File: src/rtl/uart_tx_arbiter_if.sv
// Bundle of requester-side and TX-core-side signals for uart_tx_arbiter.
// req_lock is present only when UART_ARB_LOCK_EN is defined.
interface uart_tx_arbiter_if #(
  parameter int NUM_REQ = 4,
  parameter int DATA_W  = 8
);
  localparam int ID_W = (NUM_REQ > 1) ? $clog2(NUM_REQ) : 1;

  logic [NUM_REQ-1:0]        req;
  logic [NUM_REQ*DATA_W-1:0] req_data;
  logic [NUM_REQ-1:0]        req_ack;
`ifdef UART_ARB_LOCK_EN
  logic [NUM_REQ-1:0]        req_lock;
`endif
  logic [DATA_W-1:0]         tx_data;
  logic                      tx_valid;
  logic                      tx_ready;
  logic [ID_W-1:0]           grant_id;
  logic                      busy;

`ifdef UART_ARB_LOCK_EN
  // Arbiter side.
  modport master (
    input  req, req_data, req_lock, tx_ready,
    output req_ack, tx_data, tx_valid, grant_id, busy
  );
  // Producers plus TX core side.
  modport slave (
    output req, req_data, req_lock, tx_ready,
    input  req_ack, tx_data, tx_valid, grant_id, busy
  );
`else
  modport master (
    input  req, req_data, tx_ready,
    output req_ack, tx_data, tx_valid, grant_id, busy
  );
  modport slave (
    output req, req_data, tx_ready,
    input  req_ack, tx_data, tx_valid, grant_id, busy
  );
`endif
endinterface

File: src/rtl/uart_tx_arbiter.sv
// Round-robin arbiter sharing one UART TX core between NUM_REQ byte producers.
// Optional UART_ARB_LOCK_EN adds req_lock to keep priority on a multi-byte frame.
module uart_tx_arbiter #(
  parameter int NUM_REQ    = 4,
  parameter int DATA_W     = 8,
  parameter int GAP_CYCLES = 0
) (
  input  logic              clk_in,
  input  logic              rst,
  uart_tx_arbiter_if.master bus
);
  localparam int ID_W  = (NUM_REQ > 1) ? $clog2(NUM_REQ) : 1;
  localparam int GAP_W = 16;
  localparam logic [ID_W:0]    NUM_REQ_W = (ID_W + 1)'(NUM_REQ);
  localparam logic [ID_W-1:0]  LAST_ID   = ID_W'(NUM_REQ - 1);
  localparam logic [GAP_W-1:0] GAP_LOAD  = (GAP_CYCLES > 0) ? GAP_W'(GAP_CYCLES - 1) : '0;

  typedef enum logic [1:0] {
    IDLE = 2'd0,
    SEND = 2'd1,
    GAP  = 2'd2
  } state_t;

  state_t state;
  state_t state_nxt;

  logic [DATA_W-1:0]  tx_data_q;
  logic               tx_valid_q;
  logic [NUM_REQ-1:0] req_ack_q;
  logic [ID_W-1:0]    grant_q;
  logic [ID_W-1:0]    prio;
  logic [GAP_W-1:0]   gap_cnt;

  logic [2*NUM_REQ-1:0] req_dbl;
  logic [NUM_REQ-1:0]   req_rot;
  logic                 found;
  logic [ID_W-1:0]      offset;
  logic [ID_W:0]        win_sum;
  logic [ID_W-1:0]      winner;
  logic                 handoff;
  logic [ID_W-1:0]      grant_inc;
  logic [ID_W-1:0]      next_prio;

`ifdef UART_ARB_LOCK_EN
  logic lock_q;
`endif

  // Rotate requests so that bit 0 is the current priority holder; the first
  // set bit of the rotated vector is the winner's distance from prio.
  assign req_dbl = {bus.req, bus.req};
  assign req_rot = req_dbl[prio +: NUM_REQ];

  always_comb begin
    found  = 1'b0;
    offset = '0;
    for (int unsigned i = 0; i < NUM_REQ; i++) begin
      if (!found && req_rot[i]) begin
        found  = 1'b1;
        offset = ID_W'(i);
      end
    end
  end

  always_comb begin
    win_sum = {1'b0, prio} + {1'b0, offset};
    if (win_sum >= NUM_REQ_W) begin
      winner = ID_W'(win_sum - NUM_REQ_W);
    end else begin
      winner = ID_W'(win_sum);
    end
  end

  assign handoff   = (state == SEND) && tx_valid_q && bus.tx_ready;
  assign grant_inc = (grant_q == LAST_ID) ? '0 : grant_q + ID_W'(1);

`ifdef UART_ARB_LOCK_EN
  assign next_prio = lock_q ? grant_q : grant_inc;
`else
  assign next_prio = grant_inc;
`endif

  // State register and datapath.
  always_ff @(posedge clk_in) begin
    if (rst) begin
      state      <= IDLE;
      tx_data_q  <= '0;
      tx_valid_q <= 1'b0;
      req_ack_q  <= '0;
      grant_q    <= '0;
      prio       <= '0;
      gap_cnt    <= '0;
`ifdef UART_ARB_LOCK_EN
      lock_q     <= 1'b0;
`endif
    end else begin
      state     <= state_nxt;
      req_ack_q <= '0;
      case (state)
        IDLE: begin
          if (found) begin
            tx_data_q  <= bus.req_data[winner*DATA_W +: DATA_W];
            grant_q    <= winner;
            req_ack_q  <= NUM_REQ'(1) << winner;
            tx_valid_q <= 1'b1;
`ifdef UART_ARB_LOCK_EN
            lock_q     <= bus.req_lock[winner];
`endif
          end
        end
        SEND: begin
          if (handoff) begin
            tx_valid_q <= 1'b0;
            prio       <= next_prio;
            gap_cnt    <= GAP_LOAD;
          end
        end
        GAP: begin
          if (gap_cnt != '0) begin
            gap_cnt <= gap_cnt - GAP_W'(1);
          end
        end
        default: ;
      endcase
    end
  end

  // Next-state logic.
  always_comb begin
    state_nxt = state;
    unique case (state)
      IDLE: begin
        if (found) begin
          state_nxt = SEND;
        end
      end
      SEND: begin
        if (handoff) begin
          state_nxt = (GAP_CYCLES > 0) ? GAP : IDLE;
        end
      end
      GAP: begin
        if (gap_cnt == '0) begin
          state_nxt = IDLE;
        end
      end
      default: state_nxt = IDLE;
    endcase
  end

  // Outputs.
  always_comb begin
    bus.busy     = (state != IDLE);
    bus.tx_data  = tx_data_q;
    bus.tx_valid = tx_valid_q;
    bus.req_ack  = req_ack_q;
    bus.grant_id = grant_q;
  end
endmodule
File: src/flat_wrapper.sv
// flat-port wrapper written by rule: the top's interface ports become plain ports
module uart_tx_arbiter_flat 
#(
  parameter int NUM_REQ    = 4,
  parameter int DATA_W     = 8,
  parameter int GAP_CYCLES = 0
)
  (clk_in, rst, bus_req, bus_req_data, bus_tx_ready, bus_req_ack, bus_tx_data, bus_tx_valid, bus_grant_id, bus_busy);
  uart_tx_arbiter_if #(.NUM_REQ(NUM_REQ), .DATA_W(DATA_W)) bus_i ();
  input  logic clk_in;
  input  logic rst;
  input wire logic [$bits(bus_i.req)-1:0] bus_req;
  input wire logic [$bits(bus_i.req_data)-1:0] bus_req_data;
  input wire logic [$bits(bus_i.tx_ready)-1:0] bus_tx_ready;
  output wire logic [$bits(bus_i.req_ack)-1:0] bus_req_ack;
  output wire logic [$bits(bus_i.tx_data)-1:0] bus_tx_data;
  output wire logic [$bits(bus_i.tx_valid)-1:0] bus_tx_valid;
  output wire logic [$bits(bus_i.grant_id)-1:0] bus_grant_id;
  output wire logic [$bits(bus_i.busy)-1:0] bus_busy;
  assign bus_i.req = bus_req;
  assign bus_i.req_data = bus_req_data;
  assign bus_i.tx_ready = bus_tx_ready;
  assign bus_req_ack = bus_i.req_ack;
  assign bus_tx_data = bus_i.tx_data;
  assign bus_tx_valid = bus_i.tx_valid;
  assign bus_grant_id = bus_i.grant_id;
  assign bus_busy = bus_i.busy;
  uart_tx_arbiter #(.NUM_REQ(NUM_REQ), .DATA_W(DATA_W), .GAP_CYCLES(GAP_CYCLES)) u_core (.clk_in(clk_in), .rst(rst), .bus(bus_i));
endmodule
File: config.mk
export PLATFORM = sky130hd
export DESIGN_NAME = uart_tx_arbiter_flat
export DESIGN_NICKNAME = d
export VERILOG_FILES = /design/src/rtl/uart_tx_arbiter_if.sv /design/src/rtl/uart_tx_arbiter.sv /design/src/flat_wrapper.sv
export SDC_FILE = /design/constraint.sdc
export NUM_CORES = 1
export LEC_CHECK = 0
export ABC_AREA = 1
export BUFFER_PORTS_ARGS = -buffer_cell sky130_fd_sc_hd__buf_2
export CORE_MARGIN = 5
export CORE_UTILIZATION = 39
export CTS_CLUSTER_SIZE = 30
export DETAILED_ROUTE_END_ITERATION = 12
export MAX_ROUTING_LAYER = met4
export PLACE_DENSITY_LB_ADDON = 0.15
export SYNTH_ARGS = -nofsm -noshare
export SYNTH_HDL_FRONTEND = slang
export SYNTH_SLANG_ARGS = --single-unit
File: constraint.sdc
create_clock -name clk_in -period 3.1 [get_ports clk_in]
set_input_delay 0.155 -clock clk_in [delete_from_list [all_inputs] [get_ports clk_in]]
set_output_delay 0.155 -clock clk_in [all_outputs]
set_load 0.005 [all_outputs]
==> flow_metrics.py <==
metrics = {
    "run_status": {
        "status": "completed",
    },
    "synthesis": {
        "synth_cell_types": 23,
        "postSynthCellCount": 155,
        "syn-mean-instance-area_sq_um": 6.84,
        "netlist_area_sq_um": 1060,
        "synth_seq_cells": 17,
        "synth_fp_nets": 196,
        "yosysTopAreaCell": "dfxtp_1",
        "yosysSeqAreaShare_pct": 32.1,
        "synthTopCellsByArea": "dfxtp_1, nand2_1, nand3_1",
        "ys_warn_count": 0,
        "yosysTopAreaCellShare_pct": 32.1,
    },
    "die": {
        "std_cell_rows": 19,
        "core_sq_um": 2690,
        "io-pin-count": 55,
        "dieArea_sq_um": 3860,
        "die_w_microns": 62.1,
        "initial_utilization_pct": 39.5,
        "dieHeight_microns": 62.1,
    },
    "detailed_routing": {
        "detail-route-antenna-nets": 0,
        "routed_wl_microns": 2790,
        "wl_per_cell_microns": 11.6,
        "drc": 0,
        "dr.first_iter.drc_count": 44,
        "vias": 1177,
        "via_per_inst": 4.88,
        "drt_first_pass_iters": 4,
    },
    "critical_path": {
        "end_kind": "flip-flop",
        "critPathRequiredTime_ps": 3340,
        "timing.setup.critical_path_class": "flip-flop to flip-flop",
        "rr_startpoint": "u_core.prio[0]$_SDFFE_PP0P_",
        "startpoint_type": "flip-flop",
        "crit_start": "u_core.prio[0]$_SDFFE_PP0P_",
        "cp_max_fo": 10,
        "arrival_ps": 2530,
    },
    "cells_and_area": {
        "final_common_cell": "nand2_1",
        "mostFrequentLayoutCells": "nand2_1, buf_2, nand3_1",
        "final_nets": 252,
        "syn2layout_area_growth_pct": 30.6,
        "antenna_cells": 0,
        "drive_gt1_share_pct": 36.2,
    },
    "timing": {
        "clock_skew_ps": 3.63,
        "period_share_pct": 73.7,
        "drv_slew": 0,
        "rsz0062_at_grt": "no",
        "worst_pin_slew_ps": 410,
        "finalSetupViolations": 0,
        "tns_ps": 0,
        "finalHoldViolCount": 0,
        "max_freq_mhz": 437,
        "period_needed_ps": 2290,
        "slew_headroom_pct": 72.6,
        "holdWs_ps": 144,
    },
    "placed_design": {
        "gp_routability_congestion": 0.897,
        "hpwlAfterDp_microns": 2190,
        "portBuffers": 54,
    },
    "cts": {
        "h-tree-depth": 1,
        "ctsHoldBuffers": 0,
        "insertion_delay_ps": 290,
        "root_buffer": "clkbuf_4",
        "clock-sinks": 17,
        "clk_pin_slew_worst_paths_ps": 110,
        "cts_tree": "built",
        "cts_setup_buffers": 0,
        "cts_max_path_buffers": 2,
        "cts_buffers": 3,
        "cts.repair.resized": 0,
    },
    "power": {
        "p_comb_share_pct": 42.3,
        "p_switching_uw": 267,
        "p_seq_share_pct": 39.7,
        "ir_drop_uv": 297,
        "swShare_pct": 38.9,
        "p_int_uw": 419,
        "power_density_nw_per_um2": 496,
        "power.share.clock_pct": 18.0,
        "leakage_uw": 0.000783,
    },
    "min_path": {
        "hold_start": "bus_req_data[6]",
        "min_path_type": "input pin to flip-flop",
    },
    "global_route": {
        "grt-ovfl-total": 0,
        "grt_first_pass_wirelength_microns": 4680,
        "grt_pass1_vias": 1111,
        "grt_max_degree": 14,
        "grt.total_usage_pct": 14.5,
        "antenna_found_initial": 0,
    },
    "run": {
        "drv_cap": 0,
    },
}
## cell families (layout without fill, tap and decap cells)
logic type / after synthesis / after routing / share of synthesized area [%]
compound gates: 8 / 8 / 5.08
mux: 6 / 6 / 5.67
fa+ha+maj: 2 / 2 / 2.36
simple gates: 108 / 108 / 48.9
buf+inv: 13 / 68 / 5.08
xor+xnor: 1 / 1 / 0.827
flops: 17 / 17 / 32.1
## cells in the mapped netlist
cell type	number
inv_2	5
nor2_1	6
nor2_8	1
inv_1	4
a21oi_4	1
nand3_2	1
nand2_1	66
dfxtp_1	17
o21ai_1	1
nand2_2	4
a21oi_1	3
ha_1	2
buf_4	1
clkbuf_1	2
nand2_4	3
a21boi_0	1
xor2_1	1
mux2i_1	6
o21ai_0	2
nand3_1	25
nand3_4	1
buf_2	1
nor3_4	1
## worst max-delay path: stages, from the launching register on
cell and delay, ps:
dfxtp_1 460, inv_2 90, nand2_1 90, nand3_1 70, nand2_1 140, nand3_1 80, a21boi_0 170, ha_1 190
xor2_1 310, inv_1 90, nand3_2 140, nand2_4 130, nor2_8 150, nand2_1 60, nand3_1 60
## routing by layer
layer | track usage [%] | part of all wire, % | vias up
li1 | - | - | 613
met1 | 18.6 | 47 | 506
met2 | 21.6 | 44 | 52
met3 | 3.06 | 7.6 | 6
met4 | 6.50 | 1.5 | 0
met5 | - | 0 | -
## area by class of cell
| type | count | area, sq um |
|---|---|---|
| clock buffers | 3 | 22.5 |
| clock inverters | 1 | 5.00 |
| fillers | 287 | 1300 |
| inverters | 9 | 33.8 |
| multi-input cells | 125 | 666 |
| flip-flops and latches | 17 | 340 |
| well taps | 31 | 38.8 |
| repair buffers | 55 | 278 |
## state kept, by name, summed over array words and instances, names as in the netlist
signal,flops
u_core.state,1
u_core.bus.tx_data,8
u_core.bus.grant_id,2
u_core.prio,2
u_core.bus.req_ack,4
## power by group through the flow
stage | Clock [uW] | Combinational [uW] | Sequential [uW]
floorplan | 0 | 194 | 281
finish | 123 | 290 | 273
detailed placement | 0 | 292 | 278
global placement | 0 | 289 | 278
CTS | 130 | 293 | 273
global route | 137 | 328 | 277
## metrics by stage
step	util, %	instance area (sq um)	cells	setup WS, ps	power (uW)
4_1_cts	51.5	1380	241	822	696
3_3_place_gp	50.5	1360	237	891	567
2_1_floorplan	-	1060	155	1030	474
3_5_place_dp	50.5	1360	237	857	570
5_1_grt	51.5	1380	241	617	743
6_report	51.5	1380	241	814	686
## worst paths after layout
kind	endpoint	slack, ps	cells past startpoint
max	u_core.bus.tx_data[0]$_SDFFE_PP0P_	810	14
min	u_core.bus.tx_data[6]$_SDFFE_PP0P_	140	5
max reg2reg	u_core.bus.tx_data[0]$_SDFFE_PP0P_	810	14
min reg2reg	u_core.bus.tx_data[7]$_SDFFE_PP0P_	460	2
Power figures use the tool's default switching activity.
